### src/rtl/pipe_stall_ctrl.sv
// pipe_stall_ctrl: per-stage stall vector, timed multi-cycle stall and flush/redirect control.
// Optional STALL_WATCHDOG_EN adds a sticky watchdog on prolonged PC stalls.
module pipe_stall_ctrl #(
  parameter int NUM_STAGES = 6,
  parameter int CNT_W = 6,
  parameter int PC_W = 32,
  parameter int TIMEOUT = 63,
  localparam int SW = NUM_STAGES > 1 ? $clog2(NUM_STAGES) : 1
) (
  input  logic                  clk,
  input  logic                  rst,
  input  logic [NUM_STAGES-1:0] stall_req,
  input  logic                  timed_req,
  input  logic [SW-1:0]         timed_stage,
  input  logic [CNT_W-1:0]      timed_cycles,
  input  logic                  flush_req,
  input  logic [PC_W-1:0]       flush_pc,
  output logic [NUM_STAGES-1:0] stall,
  output logic                  flush,
  output logic [PC_W-1:0]       new_pc,
  output logic                  busy,
  output logic                  timeout_err
);
  localparam logic [SW:0] NS = NUM_STAGES[SW:0];
  localparam logic [NUM_STAGES-1:0] ONE = NUM_STAGES'(1);
  logic [CNT_W-1:0] cnt_q, cnt_d;
  logic [SW-1:0] stage_q;
  logic flush_q;
  logic [PC_W-1:0] pc_q;
  logic accept;
  logic [NUM_STAGES-1:0] r, th;
  assign accept = timed_req && cnt_q == '0 && timed_cycles != '0 && !flush_q && {1'b0, timed_stage} < NS;
  assign r = stall_req | ((cnt_q != '0) ? ONE << stage_q : '0) | (accept ? ONE << timed_stage : '0);
  // every register at or below the highest requester holds
  for (genvar i = 0; i < NUM_STAGES; i++) begin : g_th
    assign th[i] = |(r >> i);
  end
  assign stall = (rst || flush_q) ? '0 : th;
  assign cnt_d = flush_q ? '0 : accept ? timed_cycles - CNT_W'(1) : (cnt_q != '0) ? cnt_q - CNT_W'(1) : cnt_q;
  assign flush = flush_q;
  assign new_pc = pc_q;
  assign busy = cnt_q != '0;
  always_ff @(posedge clk or posedge rst) begin
    if (rst) begin
      cnt_q <= '0;
      stage_q <= '0;
      flush_q <= 1'b0;
      pc_q <= '0;
    end else begin
      cnt_q <= cnt_d;
      stage_q <= accept ? timed_stage : stage_q;
      flush_q <= flush_req;
      pc_q <= flush_req ? flush_pc : pc_q;
    end
  end
`ifdef STALL_WATCHDOG_EN
  localparam int WW = $clog2(TIMEOUT + 1);
  localparam logic [WW-1:0] TO = WW'(TIMEOUT);
  logic [WW-1:0] wd_q, wd_d;
  logic err_q;
  assign wd_d = (!stall[0] || flush_q) ? '0 : (wd_q == TO) ? wd_q : wd_q + WW'(1);
  assign timeout_err = err_q;
  always_ff @(posedge clk or posedge rst) begin
    if (rst) begin
      wd_q <= '0;
      err_q <= 1'b0;
    end else begin
      wd_q <= wd_d;
      err_q <= err_q | (wd_d == TO);
    end
  end
`else
  assign timeout_err = 1'b0;
`endif
endmodule

### config.mk
export PLATFORM = sky130hd
export DESIGN_NAME = pipe_stall_ctrl
export DESIGN_NICKNAME = d
export VERILOG_FILES = /design/src/rtl/pipe_stall_ctrl.sv
export SDC_FILE = /design/constraint.sdc
export NUM_CORES = 1
export LEC_CHECK = 0
export CAP_MARGIN = 30
export CORE_ASPECT_RATIO = 0.8
export CORE_MARGIN = 2
export CORE_UTILIZATION = 44
export CTS_CLUSTER_SIZE = 12
export DETAILED_ROUTE_END_ITERATION = 6
export PLACE_DENSITY = 0.85
export SYNTH_ARGS = -nofsm -noshare
export SYNTH_HDL_FRONTEND = slang
export SYNTH_SLANG_ARGS = --single-unit
### constraint.sdc
create_clock -name clk -period 5.1 [get_ports clk]
set_input_delay 1.02 -clock clk [delete_from_list [all_inputs] [get_ports clk]]
set_output_delay 1.02 -clock clk [all_outputs]
set_load 0.05 [all_outputs]
After elaboration in Yosys (flattened, before gate mapping). Index checks and enable logic that the tools add are counted.

Register bits after elaboration: 42. Word-level logic and storage cells: 32. Output and inout bits: 41.

Bitwise gates (word level): 2. Order comparisons: 1. Shifts and indexed selects: 2. Multiplexer cells: 6. Reduce and logical (&&, ||, !) cells: 15. Add/subtract/negate cells: 2.

Operators with widths (count): 2-to-1 mux 6 bit (6); OR 6 bit (2); nonzero test 6 bit (2); << shifter 1 x 3 -> 6 bit, first input constant (2); subtractor 6 x 1 -> 6 bit, second input constant (2); logical NOT 6 bit (1); OR reduction 6 bit (1); OR reduction 5 bit (1); logical AND 1 bit (4); OR reduction 4 bit (1); less-than comparator 3 bit, second input constant (1); nonzero test 3 bit (1); OR reduction 3 bit (1); OR reduction 2 bit (1); logical NOT 1 bit (1); logical OR 1 bit (1).

Logic depth before layout (Yosys ltp).
Depth after elaboration: 9. Depth in mapped cells: 8.

Worst setup path after synthesis. OpenSTA, ideal clock, no wires.

Kind: in2out. Start point: input timed_cycles[1]. End point: output stall[0]. Path buffers: 2. Required time: 4080 ps. Path slack: 1368 ps. Cell stages on the path: 8. Arrival: 2712 ps. Cell sequence: or3_1 > buf_2 > o211a_4 > nand3_1 > buf_2 > nor4_1 > a211oi_1 > a21oi_1.

Word-level cells in the longest chain between the ends: 8.

RTL lines: start: declaration (RTL line 15) `input logic [CNT_W-1:0] timed_cycles,`; nonzero test 6 bit (RTL line 32) `assign accept = timed_req && cnt_q == '0 && timed_cycles != '0 && !flush_q && {1'b0, timed_stage} < NS;`; logical AND 1 bit (3 in a row) (RTL line 32); 2-to-1 mux 6 bit (RTL line 33) `assign r = stall_req | ((cnt_q != '0) ? ONE << stage_q : '0) | (accept ? ONE << timed_stage : '0);`; OR 6 bit (RTL line 33); OR reduction 6 bit (RTL line 36) `assign th[i] = |(r >> i);`; 2-to-1 mux 6 bit (RTL line 38) `assign stall = (rst || flush_q) ? '0 : th;`; end: declaration (RTL line 18) `output logic [NUM_STAGES-1:0] stall,`.

No other way between the ends.

Worst setup path in the final report. Same ends and word-level chain as after synthesis.

==> reports/metrics.csv <==
stage;metric;value;unit
power_and_ir_drop;internal power;687;uW
detailed_routing;WL/cell;14.5;um
floorplanning;Die Y;63.4;um
synthesis;most frequent cell after synthesis;dfrtp_1;
clock_tree;post-CTS resize count;0;
grt;initial antenna violation count;0;
setup_path;WP data required;4.08;ns
detailed_routing;DR pass1 iterations;4;
grt;GRT Resource Usage Total;18.9;%
sta;Setup Skew;0.00498;ns
synthesis;YS warnings;0;
layout;Layout Utilization;71.3;%
synthesis;count of cell types in the netlist;38;
sta;period utilization;92.9;%
clock_tree;worst-skew pair later-pin latency;0.29;ns
layout;Fillers;331;
synthesis;Syn Std Cell Area;0.00194;sq mm
detailed_routing;Routed Antenna Nets;0;
clock_tree;post-CTS setup buffers;0;
sta;Tightest Pin Transition;0.520;ns
setup_path;kind of critical path;input port to primary output;
sta;Setup-failing EPs final;0;
grt;total grt overflow;0;
sta;post-layout min period;4.74;ns
sta;Hold Vio Cnt, Final;0;
sta;final hold slack;0.508;ns
layout;share of cells above drive strength 1;20.9;%
placed_design;input/output buffers;90;
synthesis;Post-synth EDFFs;0;
synthesis;top post-synthesis cells by area;dfrtp_1 (54%), mux2_2 (19%), nand2_1 (2.5%);
sta;Slew Viols, Final;0;
run;MaxCap Viol Count;0;
clock_tree;Worst-path clk slew;0.07;ns
sta;RSZ-0062 raised after global routing;false;
grt;vias in the first global route;1601;
setup_path;critical path arrival;3.72;ns
detailed_routing;DRC;0;
clock_tree;cts bufs inserted;5;
setup_path;startpoint type of the worst setup path;input port;
placed_design;GPL Wtd Cong;0.865;
detailed_routing;via count;1604;
floorplanning;row cnt;21;
hold_path;Hold Path Class;register to register;
layout;# diodes;0;
setup_path;cell family with most CP delay;buffers and inverters;
layout;nets;304;
synthesis;Synth top area share;54.1;%
power_and_ir_drop;logic gate share of total power;41.4;%
clock_tree;cts hold-fix bufs;0;
synthesis;leading area contributor after synthesis;dfrtp_1;
layout;Reg area;0.00105;sq mm
grt;largest net degree at the start of global routing;35;
synthesis;Mean Syn Cell Area;12.1;sq um
detailed_routing;Vias/cell;5.16;
setup_path;WP buf/inv;2;
detailed_routing;Starting DRT DRC Count;97;
clock_tree;CTS tree;built;
power_and_ir_drop;pwr dens;369;mW/mm^2
clock_tree;H-tree Lvls;2;
floorplanning;Die X;78.3;um
synthesis;ys flop type;dfrtp_1;
clock_tree;Clock Root Buffer;clkbuf_8;
layout;final non-filler cell total;311;
floorplanning;die area;0.00496;sq mm
grt;first-pass GRT wire length;7260;um
layout;Area Growth Syn to Fin;54.3;%
floorplanning;core area;0.00420;sq mm
power_and_ir_drop;LEAKAGE;1.20;nW
sta;Achievable Freq;211;MHz
power_and_ir_drop;VDD IR max;0.000229;V
placed_design;placed insts;303;
setup_path;crit-path max cell delay;0.70;ns
synthesis;Gate Count Post-Synth;161;
setup_path;slowest CP cell;clkdlybuf4s50_1;
clock_tree;clk buf depth;2;
sta;worst rel slew slack;65.2;%
detailed_routing;Detailed Route WL;4530;um
power_and_ir_drop;Net Sw Power;419;uW
power_and_ir_drop;Clk pwr share;19.6;%
power_and_ir_drop;total power draw;1.11;mW
run_status;outcome;complete, no violations;
setup_path;Cell Chain, Critical Path;clkdlybuf4s50_1 -> or3_1 -> o211a_4 -> and4_4 -> nand4b_4 -> nor3_2 -> a21oi_1 -> clkdlybuf4s50_1;
layout;Multi-input gate area;847;sq um
clock_tree;clock sink total;42;
synthesis;syn nets;212;
synthesis;sequential fraction of the synthesis area;54.1;%
synthesis;register bit total from synthesis;42;
power_and_ir_drop;Reg power frac;39.0;%
floorplanning;IO Pins;92;
setup_path;Max Fanout on Critical Path;6;
synthesis;Synth async-reset ratio;100;%
setup_path;CP Capture Type;primary output;
synthesis;top post-synthesis cells by count;dfrtp_1 (42), mux2_2 (32), nand2_1 (13), nor2_1 (13);
floorplanning;Initial Utilization;46.2;%
placed_design;Final HPWL DP;3380;um
sta;Fin Setup TNS;0;ns
power_and_ir_drop;Sw Share;37.9;%
setup_path;most used cell, CP;clkdlybuf4s50_1;
[per-layer routing]
layer	part of all wire [%]	vias up	GRT usage, %
met5	0	-	0
met3	9.0	7	7.02
met1	45	767	24.2
met4	1.5	0	7.46
li1	-	757	-
met2	44	73	29.3
[through the flow]
| stage | setup slack [ns] | cell area, sq um |
|---|---|---|
| after floorplan | 1.37 | 1940 |
| final | 0.360 | 3000 |
| after CTS | 0.368 | 3000 |
| after global placement | 0.453 | 2900 |
| after detailed placement | 0.369 | 2900 |
| after global routing | 0.275 | 3000 |
[worst paths after layout]
check / from / to / slack (ns) / cells after the start
max: timed_cycles[1] / stall[0] / 0.36 / 8
min: new_pc[28] / new_pc[28] / 0.51 / 1
max reg2reg: cnt_q[1] / cnt_q[1] / 3.09 / 7
min reg2reg: new_pc[28] / new_pc[28] / 0.51 / 1
max in group asynchronous: rst / cnt_q[5] / 3.34 / 3
min in group asynchronous: rst / new_pc[16] / 1.00 / 2
[cells by family (layout without fill, tap and decap cells)]
logic type | count (synthesis) | after routing | share of synthesized area (%)
AND/OR/NAND/NOR | 46 | 46 | 13.4
flip-flops | 42 | 42 | 54.1
multiplexers | 32 | 32 | 18.6
AO/OA/AOI/OAI | 27 | 27 | 10.1
buffers and inverters | 10 | 103 | 2.26
XOR/XNOR | 3 | 3 | 1.35
other | 1 | 1 | 0.193
[area by class of cell]
type                            count  share of cell area (%)
Sequential cell                    42                    35.1
Timing Repair Buffer               93                    30.8
Multi-Input combinational cell    109                    28.3
Clock buffer                        6                    2.76
Tap cell                           57                    2.38
Clock inverter                      2                   0.418
Inverter                            2                   0.251
[placed cells by master, fill, tap and decap left out, drive strengths merged, types with 3 or more instances in the layout]
master,synthesis,final
clkdlybuf4s50,0,90
dfrtp,42,42
mux2,32,32
nor2,13,13
nand2,13,13
clkbuf,1,6
a21oi,6,6
o21ai,6,6
a31oi,5,5
nor2b,4,4
xnor2,3,3
buf,7,3
a211oi,3,3
nor3,3,3
[power by group through the flow]
stage                     clock, mW  combinational [mW]  sequential [mW]
after floorplan                   0               0.218            0.523
final                         0.217               0.458            0.432
after detailed placement          0               0.458            0.437
after CTS                     0.225               0.460            0.431
after global routing          0.242               0.487            0.441
after global placement            0               0.452            0.435
[sequential cells by signal, summed over array words and instances (netlist names)]
name and cells:
new_pc 32, cnt_q 6, stage_q 3, flush 1
(Power assumes the default switching activity.)
